===== src/rtl/lut_const_multiplier.sv =====
// Two-stage signed fixed-point multiplier by a quasi-static coefficient.
// Stage 1 builds a 16-entry table of coefficient multiples; stage 2 sums one lookup per operand nibble.
module lut_const_multiplier #(
  parameter int IN_W    = 32,
  parameter int CONST_W = 18,
  parameter int FRAC    = 15
) (
  input  logic              clk,
  input  logic              rst_n,
  input  logic [IN_W-1:0]   a,
  input  logic [IN_W-1:0]   b,
  output logic [IN_W-1:0]   result
);

  localparam int N  = IN_W / 4;
  localparam int TW = CONST_W + 4;
  localparam int SW = IN_W + CONST_W;
  localparam int UW = SW - IN_W + 1;
  localparam logic signed [SW-1:0] HALF = SW'(1) << (FRAC - 1);

  function automatic logic signed [SW-1:0] sext(input logic signed [TW-1:0] v);
    return {{(SW-TW){v[TW-1]}}, v};
  endfunction

  logic signed [TW-1:0] c_ext;
  logic signed [TW-1:0] t_d [16];
  logic signed [TW-1:0] t_q [16];
  logic [IN_W-1:0]      a_q;
  logic                 unused_b;

  assign c_ext    = {{4{b[CONST_W-1]}}, b[CONST_W-1:0]};
  assign unused_b = ^b;

  // Each entry k*C is a shift-add of C over the set bits of k.
  always_comb begin
    for (int k = 0; k < 16; k++) begin
      logic signed [TW-1:0] acc;
      // NOTE: every comb output gets a default before any conditional update, so no latch is inferred.
      acc = '0;
      for (int j = 0; j < 4; j++) begin
        // NOTE: blocking assignments in always_comb so later statements see the updated acc.
        if (k[j]) acc = acc + (c_ext <<< j);
      end
      t_d[k] = acc;
    end
  end

  always_ff @(posedge clk or negedge rst_n) begin
    if (!rst_n) begin
      a_q <= '0;
      // NOTE: the table is a register array, not a RAM, so it can and must clear with the pipeline.
      for (int k = 0; k < 16; k++) t_q[k] <= '0;
    end else begin
      // NOTE: non-blocking assignments for all sequential state.
      a_q <= a;
      t_q <= t_d;
    end
  end

  logic signed [SW-1:0] sum;
  logic signed [SW-1:0] part;
  logic signed [SW-1:0] c16;
  logic signed [SW-1:0] rnd;
  logic signed [SW-1:0] r;
  logic [3:0]           nib;
  logic [UW-1:0]        upper;
  logic [IN_W-1:0]      res_d;

  always_comb begin
    sum  = '0;
    part = '0;
    nib  = '0;
    c16  = sext(t_q[1]) <<< 4;
    for (int i = 0; i < N; i++) begin
      nib  = a_q[4*i +: 4];
      part = sext(t_q[nib]);
      // Top nibble carries weight -8..7, so remove 16*C when its sign bit is set.
      if (i == N - 1 && nib[3]) part = part - c16;
      sum = sum + (part <<< (4 * i));
    end
    rnd   = sum + HALF;
    r     = rnd >>> FRAC;
    upper = r[SW-1:IN_W-1];
    if ((&upper) || !(|upper)) res_d = r[IN_W-1:0];
    else if (r[SW-1])          res_d = {1'b1, {(IN_W-1){1'b0}}};
    else                       res_d = {1'b0, {(IN_W-1){1'b1}}};
  end

  always_ff @(posedge clk or negedge rst_n) begin
    if (!rst_n) result <= '0;
    else        result <= res_d;
  end

endmodule


===== config.mk =====
export PLATFORM = sky130hd
export DESIGN_NAME = lut_const_multiplier
export DESIGN_NICKNAME = d
export VERILOG_FILES = /design/src/rtl/lut_const_multiplier.sv
export SDC_FILE = /design/constraint.sdc
export NUM_CORES = 2
export LEC_CHECK = 0
export CAP_MARGIN = 20
export CORE_AREA = 2 2 362 257
export DETAILED_ROUTE_END_ITERATION = 12
export DIE_AREA = 0 0 364 259
export PLACE_DENSITY_LB_ADDON = 0.2
export SLEW_MARGIN = 20
export SYNTH_ARGS = -nofsm -noshare
export SYNTH_HDL_FRONTEND = slang
export SYNTH_SLANG_ARGS = --single-unit

===== constraint.sdc =====
create_clock -name clk -period 10.6 [get_ports clk]
set_input_delay 3.18 -clock clk [delete_from_list [all_inputs] [get_ports clk]]
set_output_delay 3.18 -clock clk [all_outputs]
set_load 0.02 [all_outputs]

**Yosys cells after proc, flatten, opt, wreduce, memory -nomap -nowiden**

Index checks and enable logic that the tools add are counted.

- Bits in registers: 373
- Bits of input ports: 66
- Output and inout bits: 32
- Word-level logic and storage cells: 84

- $add $sub $neg: 20
- $lt $le $gt $ge: 8
- Mux-type cells: 27
- Bitwise logic cells: 8
- Reductions and logical operators: 4

Operators by type and width:

| operator | count |
|---|---|
| $bmux 22 s4 | 8 |
| $mux 22 | 17 |
| $add 21x21->22 | 3 |
| $mux 32 | 2 |
| $add 50x16->50 const B | 1 |
| $add 50x42->50 | 1 |
| $add 50x46->50 | 1 |
| $add 50x50->50 | 1 |
| $add 20x21->22 | 2 |
| $ge 5x5->1 const B | 8 |
| $not 4->5 | 8 |
| $add 35x38->39 | 1 |
| $add 31x34->35 | 1 |
| $add 27x30->31 | 1 |
| $add 22x26->27 | 1 |
| $add 18x21->22 | 1 |
| $add 19x21->22 | 1 |
| $sub 22x22->22 | 1 |
| $add 18x20->21 | 1 |
| $add 19x20->21 | 1 |
| $add 20x20->21 | 1 |
| $add 18x19->20 | 1 |
| $reduce_and 4->1 | 1 |
| $reduce_or 4->1 | 1 |
| 2 further kinds | 2 |

**Logic depth before layout (Yosys ltp)**

- Depth after elaboration: 16
- Depth in mapped cells: 42
- Depth with buffers taken out: 38

**Worst setup path before layout**

Ideal clock, no wire load.

- Path type: reg2reg
- Start: reg a_q[4]
- End: reg result[15]
- Library setup time: 0.126 ns
- Data arrival time: 9.348 ns
- Data required time: 10.474 ns
- Path slack: 1.126 ns
- Stages on the path, launching flop included: 38
- Period minus slack after synthesis: 9.474 ns
- Path through: dfrtp_1 -> buf_1 -> clkbuf_1 -> clkbuf_1 -> mux4_2 -> mux4_2 -> fa_1 -> inv_1 -> fa_1 -> inv_1 -> ha_1 -> ha_1 -> nand3_1 -> nor4_1 -> a32oi_2 -> o211ai_2 -> a31oi_4 -> o31ai_1 -> [... 2 more ...] -> a221oi_2 -> xnor2_1 -> fa_1 -> ha_1 -> clkbuf_1 -> a21o_1 -> a21o_1 -> a21oi_1 -> nor2_1 -> o21ai_0 -> nand2b_1 -> a21oi_1 -> nor2b_1 -> a311oi_1 -> xnor2_1 -> o31ai_4 -> buf_2 -> o21ai_1

- Cells in the longest elaborated chain, start to end: 16

Ends and longest elaborated chain:

| what | RTL line | source |
|---|---|---|
| from (decl) | 28 | `logic [IN_W-1:0] a_q;` |
| from (signal assigned) | 50 | `a_q <= '0;` |
| from (signal assigned) | 55 | `a_q <= a;` |
| $not 4->5 (not written as such) * | 76 | `part = sext(t_q[nib]);` |
| $bmux 22 s4 * | 76 |  |
| $mux 22 (not written as such) * (2 in series) | 76 |  |
| $add 22x26->27 * | 79 | `sum = sum + (part <<< (4 * i));` |
| $add 27x30->31 * | 79 |  |
| $add 31x34->35 * | 79 |  |
| $add 35x38->39 * | 79 |  |
| $add 50x42->50 * | 79 |  |
| $add 50x46->50 * | 79 |  |
| $add 50x50->50 * | 79 |  |
| $add 50x16->50 * | 81 | `rnd = sum + HALF;` |
| $reduce_or 4->1 | 84 | `if ((&upper) \|\| !(\|upper)) res_d = r[IN_W-1:0];` |
| $logic_not 1->1 | 84 |  |
| $logic_or 1x1->1 | 84 |  |
| $mux 32 * | 84 |  |
| via res_d[15] | 67 | `logic [IN_W-1:0] res_d;` |
| to (signal assigned) | 91 | `else result <= res_d;` |
| to (decl) | 12 | `output logic [IN_W-1:0] result` |

Mark *: on every way through the listed nets, which the timed path passes. The rest lies on a longest branch. The select of a mux whose other input is x is not followed.

**Final worst setup path**

- Start: reg a_q[0]
- End: reg result[13]

The elaborated chain is that of the path after synthesis.

==> results.txt <==
Compound-Gate Fraction of Synth Area = 14.35%
Setup CP Type = flip-flop to flip-flop
main combinational cell family by area after synthesis = multiplexers
die height = 259 µm
Synth Area in Simple Gates = 6.746%
hold path depth = 8
wire length per cell = 28.87 µm
clock buffer depth = 3
crit end category = flip-flop
Fin Setup TNS = 0 ns
Synth cell types = 67
CP peak stage delay = 0.67 ns
syn nets = 3686
Die Footprint = 0.09428 mm²
initial drt markers = 4023
Pre-antenna DRT Iters = 5
Syn Inst Count = 3268
Arrival @ worst endpoint = 10.60 ns
Sink Count = 208
RSZ-0062 raised after global routing = no
Final Cycle Share = 95.61%
Mean Syn Cell Area = 10.49 µm²
grt total ovfl = 0
clk_lat worst skew = 0.62 ns
# setup viols final = 0
count of state elements after synthesis = 208
HP Class = flip-flop to flip-flop
gr usage total = 27.23%
# hold bufs at CTS = 0
Via density = 6.429
adder-cell share of the synthesized area = 15.74%
clk_skew = 0.02106 ns
crit-path most repeated cell = fa_1
mux cell area share after synthesis = 36.93%
xor/xnor share of the synthesized area = 4.128%
mapped cell area = 0.03428 mm²
routed vias = 28630
IO Count = 98
CTS tree = done
Die Span X = 364 µm
Placer Congestion = 0.9536
EDFF count, synth = 0
crit-path max FO = 22
CP max stage cell = dfrtp_4
area delta synth->final = 9.991%
final critical-path required period = 10.13 ns
Seq/Total Area, Yosys = 15.19%
WHS Endpoint = result[0]
htree depth = 1
Inst Count DP = 4401
num rows = 93
remaining antenna violation count after routing = 0
relative slew slack = 29.16%
number of I/O port buffers = 83
CP Launch Type = flip-flop
most used flip-flop cell after synthesis = dfrtp_1
Routed WL = 128600 µm
largest net degree at the start of global routing = 123
Slew Viols, Final = 0
Slew @ Worst Pin = 1.061 ns
antenna diode count = 0
r2r startpoint = a_q[0]
WP data required = 11.07 ns
DRC = 0
initial antenna violation count = 5
Hold Fails Final Rpt = 0
status = complete, no violations
Core Area = 0.09088 mm²
HP Start = a_q[2]
Nets = 3617
vias in the first global route = 27060
worst r2r dst = result[13]
first-pass GRT wire length = 191400 µm
Inserted Clock Buffers = 26
Synth warnings = 0
r2r worst-path depth = 38
Max Cap Viol = 0
layout cell share with drive strength beyond 1 = 25.29%
Starting Density = 37.72%
ys async rst share = 100.0%
final HPWL from detailed placement = 97140 µm
r2r setup slk = 0.47 ns
fmax = 0.09867 GHz
Reg clk slew, reported paths = 0.06 ns
Cell Count, Final, Fillers Out = 4454
clock root cell = clkbuf_16
-- critical path: cells and delay by family (launching register included) --
kind	cells	cell delay (ns)
AOI/OAI and AO/OA	15	2.82
muxes	2	0.81
xor gates and xnor gates	2	0.62
and+or+nand+nor	4	0.66
buffers and inverters	8	1.26
adders and majority gates	7	3.11
DFF	1	0.67
-- layout make-up --
type                       count  area, µm²
clock inverter                14      195.2
fill                        8673      53180
clock buffer                  34      730.7
inverter                     281       1055
sequential                   208       5268
timing repair buffer         246       2167
tap                         1235       1545
multi-input combinational   2436      26740
-- cells in the mapped netlist, drive strengths merged, types with 81 or more instances --
master / n / area (µm²)
clkbuf: 270 / 1013
a21oi: 217 / 1086
nor2: 108 / 405.4
mux4: 532 / 11980
nand2: 279 / 1047
inv: 281 / 1055
dfrtp: 208 / 5205
xnor2: 128 / 1129
fa: 132 / 2643
ha: 220 / 2753
o21ai: 284 / 1421
a21o: 81 / 608.1
-- cell usage in the layout (no fill, tap or decap), types with 126 or more instances in the layout --
cell     Yosys  routed
buf_4        5     154
ha_1       220     220
nand2_1    279     279
a21oi_1    217     217
inv_1      281     281
fa_1       132     132
xnor2_1    127     126
o21ai_0    281     281
mux4_2     532     532
dfrtp_1    208     190
-- cells by family (layout without fill, tap and decap cells) --
| group | after synthesis | count (layout) |
|---|---|---|
| flip-flops | 208 | 208 |
| adder cells (fa/ha/maj) | 352 | 352 |
| buffers and inverters | 625 | 575 |
| XOR/XNOR | 159 | 159 |
| multiplexers | 596 | 596 |
| AO/OA/AOI/OAI | 798 | 799 |
| AND/OR/NAND/NOR | 530 | 530 |
-- sequential cells by signal (all words and copies together) (netlist names) --
name	count
t_q	144
a_q	32
result	32
-- per-layer routing --
layer  up-vias  track usage (%)  wire, µm
li1      12130                -         -
met1     14480            41.32     54660
met2      1853            37.19     52030
met3       173            9.666     19150
met4         2            4.922      2751
met5         -                0        13
-- per-stage QoR --
| stage | worst slack (ns) | utilization, % | cell area, µm² | hold WS, ns |
|---|---|---|---|---|
| global placement | 0.4834 | 40.36 | 36680 | 1.362 |
| finish | 0.4653 | 41.49 | 37700 | 1.360 |
| global route | 0.0007683 | 41.49 | 37700 | 1.476 |
| CTS | 0.3135 | 41.38 | 37600 | 1.384 |
| detailed placement | 0.3875 | 40.36 | 36680 | 1.368 |
| floorplan | 1.126 | - | 34280 | 0.8878 |
-- how the worst max path moves through the flow --
stage           start         end  slack (ns)
6_report       a_q[0]  result[13]        0.47
5_1_grt        a_q[1]  result[13]      0.0008
4_1_cts        a_q[0]  result[29]        0.31
3_5_place_dp   a_q[0]  result[29]        0.39
3_3_place_gp   a_q[5]  result[13]        0.48
2_1_floorplan  a_q[4]  result[15]        1.13
-- repair_timing --
item	in CTS	in global routing
gates resized for setup	0	3
buffers inserted	0	4
setup endpoints to repair	0	31
Power is not shown: default switching activity piles up to over one toggle a cycle in this logic, so the estimate is an artifact.
